==> src/rtl/gfx_zbuf_reader_if.sv <==
// Requester and wishbone-master signal bundle for the depth-buffer line reader.
// Signal names keep their direction suffixes so they read the same on both sides.
interface gfx_zbuf_reader_if #(
    parameter int unsigned MDW = 256
);
    logic             z_request_i;
    logic [31:0]      z_addr_i;
    logic [31:0]      z_sel_i;
    logic             z_ack_o;
    logic [MDW-1:0]   z_data_o;
    logic             busy_o;
    logic             invalidate_i;
    logic             err_clr_i;
    logic             err_o;
    logic             m_cyc_o;
    logic             m_stb_o;
    logic             m_we_o;
    logic [31:0]      m_adr_o;
    logic [MDW/8-1:0] m_sel_o;
    logic [MDW-1:0]   m_dat_i;
    logic             m_ack_i;
    logic             m_err_i;

    modport master (
        input  z_request_i, z_addr_i, z_sel_i, invalidate_i, err_clr_i,
        input  m_dat_i, m_ack_i, m_err_i,
        output z_ack_o, z_data_o, busy_o, err_o,
        output m_cyc_o, m_stb_o, m_we_o, m_adr_o, m_sel_o
    );

    modport slave (
        output z_request_i, z_addr_i, z_sel_i, invalidate_i, err_clr_i,
        output m_dat_i, m_ack_i, m_err_i,
        input  z_ack_o, z_data_o, busy_o, err_o,
        input  m_cyc_o, m_stb_o, m_we_o, m_adr_o, m_sel_o
    );
endinterface

==> src/rtl/gfx_zbuf_reader.sv <==
// Depth-buffer reader with a single-line cache, fetching whole memory lines
// over a wishbone read master with error/timeout abort.
module gfx_zbuf_reader #(
    parameter int unsigned MDW     = 256,
    parameter int unsigned TIMEOUT = 255
) (
    input  logic             clk_i,
    input  logic             rst_i,
    gfx_zbuf_reader_if.master bus
);
    localparam int unsigned CNT_W    = 16;
    localparam logic [31:0] OFF_MASK = 32'(MDW / 8 - 1);

    typedef enum logic [1:0] {IDLE, BUS, ACK, DROP} state_t;

    state_t             state_q, state_d;
    logic [MDW-1:0]     z_data_q;
    logic [MDW-1:0]     line_data_q;
    logic [31:0]        tag_q;
    logic [31:0]        adr_q;
    logic [CNT_W-1:0]   wait_q;
    logic               valid_q;
    logic               fill_ok_q;
    logic               err_q;

    logic [31:0]        line_c;
    logic               hit_c;
    logic               fault_c;
    logic               unused_sel;

    assign line_c     = bus.z_addr_i & ~OFF_MASK;
    assign hit_c      = valid_q && (tag_q == line_c) && !bus.invalidate_i;
    // Error wins over ack; timeout fires once TIMEOUT empty wait cycles have elapsed.
    assign fault_c    = bus.m_err_i || (wait_q == CNT_W'(TIMEOUT));
    assign unused_sel = ^bus.z_sel_i;

    always_ff @(posedge clk_i or posedge rst_i) begin
        if (rst_i) state_q <= IDLE;
        else       state_q <= state_d;
    end

    always_comb begin
        state_d = state_q;
        unique case (state_q)
            IDLE: if (bus.z_request_i) state_d = hit_c ? ACK : BUS;
            BUS:  if (fault_c || bus.m_ack_i) state_d = ACK;
            ACK:  state_d = DROP;
            DROP: if (!bus.z_request_i) state_d = IDLE;
            default: state_d = IDLE;
        endcase
    end

    // Datapath: cache, returned line, wait counter and sticky error.
    always_ff @(posedge clk_i or posedge rst_i) begin
        if (rst_i) begin
            z_data_q    <= '0;
            line_data_q <= '0;
            tag_q       <= '0;
            adr_q       <= '0;
            wait_q      <= '0;
            valid_q     <= 1'b0;
            fill_ok_q   <= 1'b0;
            err_q       <= 1'b0;
        end else begin
            if (bus.err_clr_i) err_q <= 1'b0;
            unique case (state_q)
                IDLE: begin
                    if (bus.z_request_i && hit_c) begin
                        z_data_q <= line_data_q;
                    end else if (bus.z_request_i) begin
                        adr_q     <= line_c;
                        wait_q    <= '0;
                        fill_ok_q <= 1'b1;
                    end
                end
                BUS: begin
                    if (fault_c) begin
                        z_data_q <= '0;
                        valid_q  <= 1'b0;
                        err_q    <= 1'b1;
                    end else if (bus.m_ack_i) begin
                        z_data_q    <= bus.m_dat_i;
                        line_data_q <= bus.m_dat_i;
                        tag_q       <= adr_q;
                        valid_q     <= fill_ok_q;
                    end else begin
                        wait_q <= wait_q + CNT_W'(1);
                    end
                    if (bus.invalidate_i) fill_ok_q <= 1'b0;
                end
                default: ;
            endcase
            // An invalidate in the same cycle as a fill still leaves the line invalid.
            if (bus.invalidate_i) valid_q <= 1'b0;
        end
    end

    assign bus.z_ack_o  = (state_q == ACK);
    assign bus.z_data_o = z_data_q;
    assign bus.busy_o   = (state_q != IDLE);
    assign bus.err_o    = err_q;
    assign bus.m_cyc_o  = (state_q == BUS);
    assign bus.m_stb_o  = (state_q == BUS);
    assign bus.m_we_o   = 1'b0;
    assign bus.m_adr_o  = adr_q;
    assign bus.m_sel_o  = '1;
endmodule

==> src/flat_wrapper.sv <==
// flat-port wrapper written by rule: the top's interface ports become plain ports
module gfx_zbuf_reader_flat 
#(
    parameter int unsigned MDW     = 256,
    parameter int unsigned TIMEOUT = 255
)
  (clk_i, rst_i, bus_z_request_i, bus_z_addr_i, bus_z_sel_i, bus_invalidate_i, bus_err_clr_i, bus_m_dat_i, bus_m_ack_i, bus_m_err_i, bus_z_ack_o, bus_z_data_o, bus_busy_o, bus_err_o, bus_m_cyc_o, bus_m_stb_o, bus_m_we_o, bus_m_adr_o, bus_m_sel_o);
  gfx_zbuf_reader_if #(.MDW(MDW)) bus_i ();
  input  logic clk_i;
  input  logic rst_i;
  input wire logic [$bits(bus_i.z_request_i)-1:0] bus_z_request_i;
  input wire logic [$bits(bus_i.z_addr_i)-1:0] bus_z_addr_i;
  input wire logic [$bits(bus_i.z_sel_i)-1:0] bus_z_sel_i;
  input wire logic [$bits(bus_i.invalidate_i)-1:0] bus_invalidate_i;
  input wire logic [$bits(bus_i.err_clr_i)-1:0] bus_err_clr_i;
  input wire logic [$bits(bus_i.m_dat_i)-1:0] bus_m_dat_i;
  input wire logic [$bits(bus_i.m_ack_i)-1:0] bus_m_ack_i;
  input wire logic [$bits(bus_i.m_err_i)-1:0] bus_m_err_i;
  output wire logic [$bits(bus_i.z_ack_o)-1:0] bus_z_ack_o;
  output wire logic [$bits(bus_i.z_data_o)-1:0] bus_z_data_o;
  output wire logic [$bits(bus_i.busy_o)-1:0] bus_busy_o;
  output wire logic [$bits(bus_i.err_o)-1:0] bus_err_o;
  output wire logic [$bits(bus_i.m_cyc_o)-1:0] bus_m_cyc_o;
  output wire logic [$bits(bus_i.m_stb_o)-1:0] bus_m_stb_o;
  output wire logic [$bits(bus_i.m_we_o)-1:0] bus_m_we_o;
  output wire logic [$bits(bus_i.m_adr_o)-1:0] bus_m_adr_o;
  output wire logic [$bits(bus_i.m_sel_o)-1:0] bus_m_sel_o;
  assign bus_i.z_request_i = bus_z_request_i;
  assign bus_i.z_addr_i = bus_z_addr_i;
  assign bus_i.z_sel_i = bus_z_sel_i;
  assign bus_i.invalidate_i = bus_invalidate_i;
  assign bus_i.err_clr_i = bus_err_clr_i;
  assign bus_i.m_dat_i = bus_m_dat_i;
  assign bus_i.m_ack_i = bus_m_ack_i;
  assign bus_i.m_err_i = bus_m_err_i;
  assign bus_z_ack_o = bus_i.z_ack_o;
  assign bus_z_data_o = bus_i.z_data_o;
  assign bus_busy_o = bus_i.busy_o;
  assign bus_err_o = bus_i.err_o;
  assign bus_m_cyc_o = bus_i.m_cyc_o;
  assign bus_m_stb_o = bus_i.m_stb_o;
  assign bus_m_we_o = bus_i.m_we_o;
  assign bus_m_adr_o = bus_i.m_adr_o;
  assign bus_m_sel_o = bus_i.m_sel_o;
  gfx_zbuf_reader #(.MDW(MDW), .TIMEOUT(TIMEOUT)) u_core (.clk_i(clk_i), .rst_i(rst_i), .bus(bus_i));
endmodule
==> config.mk <==
export PLATFORM = sky130hd
export DESIGN_NAME = gfx_zbuf_reader_flat
export DESIGN_NICKNAME = d
export VERILOG_FILES = /design/src/rtl/gfx_zbuf_reader_if.sv /design/src/rtl/gfx_zbuf_reader.sv /design/src/flat_wrapper.sv
export SDC_FILE = /design/constraint.sdc
export NUM_CORES = 1
export LEC_CHECK = 0
export BUFFER_PORTS_ARGS = -buffer_cell sky130_fd_sc_hd__buf_2
export CAP_MARGIN = 0
export CORE_AREA = 4 4 250 252
export CTS_CLUSTER_DIAMETER = 40
export DETAILED_ROUTE_END_ITERATION = 12
export DIE_AREA = 0 0 254 256
export HOLD_SLACK_MARGIN = 0.1
export PLACE_DENSITY = 0.8
export SYNTH_ARGS = -nofsm -noshare
export SYNTH_HDL_FRONTEND = slang
export SYNTH_SLANG_ARGS = --single-unit
==> constraint.sdc <==
create_clock -name clk_i -period 52.1 [get_ports clk_i]
set_input_delay 5.21 -clock clk_i [delete_from_list [all_inputs] [get_ports clk_i]]
set_output_delay 5.21 -clock clk_i [all_outputs]
set_load 0.1 [all_outputs]
==> impl_results.rst <==
.. list-table::
   :header-rows: 1

   * - Metric
     - Value
   * - TritonCTS clock tree
     - yes
   * - Outcome
     - finished, final reports clean
   * - Total number of vias
     - about 17000
   * - Worst min-delay path category
     - flop to flop
   * - Placer's final routability congestion estimate
     - around 0.83
   * - Max Fanout on Critical Path
     - 58
   * - Post-CTS repair timing setup buffer count
     - 0
   * - Wire length after detailed routing
     - between 60000 and 70000 um
   * - Most common library cell in the layout ignoring fill and taps
     - sky130_fd_sc_hd__dfrtp_1
   * - Share of layout cells above drive strength 1
     - 0.561
   * - Seq/Total Area, Yosys
     - 0.544
   * - Number of hold-slack violations in the final timing report
     - 0
   * - Netlist cell types
     - 50
   * - Number of sinks driven by the clock tree
     - 587
   * - Fill cell total of the finished layout
     - 4781
   * - Final-report setup violation count
     - 0
   * - Met3 GRT Util
     - 0.0500
   * - Launching element type of the critical path
     - input port
   * - Cell area after synthesis
     - roughly 0.027 sq mm
   * - Via count of the first global-routing pass
     - between 15000 and 20000
   * - Min-Delay Path Depth
     - 1
   * - Critical Path Sink Type
     - flop
   * - Number of enable flip-flop cells after synthesis
     - 0
   * - Period utilisation layout
     - 0.172
   * - Count of mapped cells out of synthesis
     - roughly 1800
   * - Max Clock Freq
     - between 100 and 150 MHz
   * - Required time at the endpoint of the critical path
     - roughly 53 ns
   * - Beginning of the worst register-to-register path
     - u_core.state_q[1]
   * - Vert. Die Dim
     - ~260 um
   * - Skew-Pair Late Insertion Delay
     - a little over 0.6 ns
   * - Worst Hold End
     - u_core.line_data_q[197]
   * - Horizontal die dimension
     - between 200 and 300 um
   * - H-tree levels
     - 3
   * - Global-route usage over all layers
     - 0.200
   * - Cell row count
     - 90
   * - Die outline area
     - between 0.06 and 0.07 sq mm
   * - GR Util met1
     - 0.234
   * - Post-layout min period
     - approximately 9.0 ns
   * - Synth warn
     - 0
   * - Number of port buffers
     - 577
   * - Via-per-instance ratio
     - between 5 and 6
   * - Iteration-0 DRC Markers
     - between 900 and 1000
   * - Antenna violations before repair
     - 27
   * - Maximum number of pins on one net before global-route repair
     - 177
   * - Routed wire length per instance
     - 21.2 um
   * - Worst Min Path Start
     - u_core.line_data_q[197]
   * - 1st-pass router iterations
     - 5
   * - Most frequent cells in the layout
     - 587 x sky130_fd_sc_hd__dfrtp_1, 577 x sky130_fd_sc_hd__buf_2, 327 x sky130_fd_sc_hd__mux2_2
   * - CTS max path bufs
     - 3
   * - Post-detailed-route DRC marker count
     - 0
   * - Final TNS setup
     - 0 ns
   * - R2R Path End
     - u_core.bus.z_data_o[43]
   * - Setup slack of the worst register-to-register path
     - 47.29 ns
   * - # Max-Cap Violations
     - 0
   * - Slew at the pin with the worst max-slew slack
     - 1.29 ns
   * - Post-DP HPWL
     - about 44000 um
   * - Wire length of the first global-routing pass
     - 106000 um
   * - Setup repair after global routing missed its margin
     - no
   * - Number of nets in the layout
     - 2637
   * - Avg Cell Area, Syn
     - roughly 15 sq um
   * - Cell depth of the worst flop-to-flop path
     - 8
   * - Data arrival at the endpoint of the critical path
     - about 9.4 ns
   * - Layout Skew
     - about 0.029 ns
   * - Class of the most critical setup path
     - input port to flop
   * - Slew Limit Headroom
     - 0.134
   * - Hold buffer count at CTS
     - 0
   * - Clock Root Buffer
     - sky130_fd_sc_hd__clkbuf_16
   * - GR Util met2
     - 0.343
   * - Effective utilization at floorplan
     - 0.449
   * - FFs w/ async S/R, synth
     - 1.00
   * - Std-Cell Core Area
     - roughly 0.060 sq mm
   * - GRT Residual Overflow
     - 0
   * - Dominant synthesized flop cell
     - sky130_fd_sc_hd__dfrtp_1
   * - I/O pin total
     - 653
   * - Area delta synth->final
     - 21.3%
   * - Number of routed nets with antenna violations
     - 0
   * - Final Slew Violations
     - 0
   * - Grt peak-use layer
     - met2
   * - Post-CTS Resized
     - 0
   * - Post-synthesis sequential element count
     - slightly below 600
   * - Clock-pin slew on the worst setup and hold paths
     - ~0.050 ns
   * - CTS buffer count
     - between 80 and 90
-- area by class of cell --
type                       count  area [sq um]  share of cell area
multi-input combinational   1025         10800               0.330
antenna                       28          70.1             0.00214
sequential                   587         14700               0.448
clock buffer                 103          2350              0.0717
tap                          782           978              0.0298
inverter                       9          48.8             0.00149
clock inverter                61           763              0.0233
timing repair buffer         594          3050              0.0931
-- flip-flops by register name, summed over array words and instances, names as in the netlist --
| register | flops |
|---|---|
| u_core.valid_q | 1 |
| u_core.tag_q | 27 |
| u_core.bus.m_adr_o | 27 |
| u_core.wait_q | 16 |
| u_core.bus.err_o | 1 |
| u_core.state_q | 2 |
| u_core.line_data_q | 256 |
| u_core.bus.z_data_o | 256 |
| u_core.fill_ok_q | 1 |
-- metrics by stage --
step	instances	setup WS [ns]	hold WS (ns)	instance area, sq um	utilization
2_1_floorplan	1787	30.46	0.469	27200	-
3_3_place_gp	2997	42.57	0.486	29600	0.492
3_5_place_dp	2997	42.53	0.488	29600	0.492
4_1_cts	3161	43.20	0.505	32700	0.544
5_1_grt	3186	42.98	0.511	32800	0.545
6_report	3189	43.15	0.502	32800	0.545
-- worst max-delay path, stage by stage --
cell and delay (ns):
sky130_fd_sc_hd__buf_2 0.11, sky130_fd_sc_hd__xor2_1 0.15, sky130_fd_sc_hd__nor4_1 0.47, sky130_fd_sc_hd__nand4_1 0.30, sky130_fd_sc_hd__nor4_2 0.34, sky130_fd_sc_hd__o21a_4 0.78
sky130_fd_sc_hd__buf_4 0.65, sky130_fd_sc_hd__buf_4 0.94, sky130_fd_sc_hd__mux2_4 0.35
-- kinds of logic (layout without fill, tap and decap cells) --
logic type	after synthesis	after routing	synth area share
and+or+nand+nor	83	83	0.0174
buffers and inverters	175	767	0.0612
adders and majority gates	5	5	0.00231
AOI/OAI and AO/OA	303	303	0.0962
DFF	587	587	0.544
other	2	66	0.000278
xor gates and xnor gates	27	27	0.00875
muxes	569	569	0.270
-- Yosys cell counts (5+ instances only) --
master | n | area (sq um)
sky130_fd_sc_hd__a22o_1 | 257 | 2250
sky130_fd_sc_hd__buf_12 | 26 | 521
sky130_fd_sc_hd__buf_2 | 8 | 40.0
sky130_fd_sc_hd__buf_4 | 42 | 315
sky130_fd_sc_hd__buf_6 | 54 | 608
sky130_fd_sc_hd__clkbuf_1 | 34 | 128
sky130_fd_sc_hd__dfrtp_1 | 587 | 14700
sky130_fd_sc_hd__ha_1 | 5 | 62.6
sky130_fd_sc_hd__inv_1 | 8 | 30.0
sky130_fd_sc_hd__mux2_2 | 327 | 3680
sky130_fd_sc_hd__mux2_4 | 240 | 3600
sky130_fd_sc_hd__nand2_1 | 11 | 41.3
sky130_fd_sc_hd__nand3_1 | 14 | 70.1
sky130_fd_sc_hd__nor2_1 | 18 | 67.6
sky130_fd_sc_hd__nor4_1 | 7 | 43.8
sky130_fd_sc_hd__o21ai_0 | 5 | 25.0
sky130_fd_sc_hd__o31ai_1 | 17 | 128
sky130_fd_sc_hd__xor2_1 | 27 | 236
-- how the worst max path moves through the flow --
| stage | from | endpoint | slack, ns | cells past startpoint |
|---|---|---|---|---|
| floorplan | rst_i | u_core.bus.err_o | 30.46 | 1 |
| global placement | bus_z_addr_i[7] | u_core.bus.z_data_o[59] | 42.57 | 9 |
| detailed placement | bus_z_addr_i[7] | u_core.bus.z_data_o[43] | 42.53 | 9 |
| CTS | bus_z_addr_i[7] | u_core.bus.z_data_o[62] | 43.20 | 9 |
| global route | bus_z_addr_i[7] | u_core.bus.z_data_o[51] | 42.98 | 9 |
| finish | bus_z_addr_i[7] | u_core.bus.z_data_o[43] | 43.15 | 9 |
-- metal layers --
layer	vias to the layer above	routed length [um]	part of all wire
met5	-	0	0
met4	0	3140	0.046
met3	181	3870	0.057
met2	547	34900	0.52
met1	8953	25800	0.38
li1	7578	-	-
Power is not shown: default switching activity piles up to over one toggle a cycle in this logic, so the estimate is an artifact.
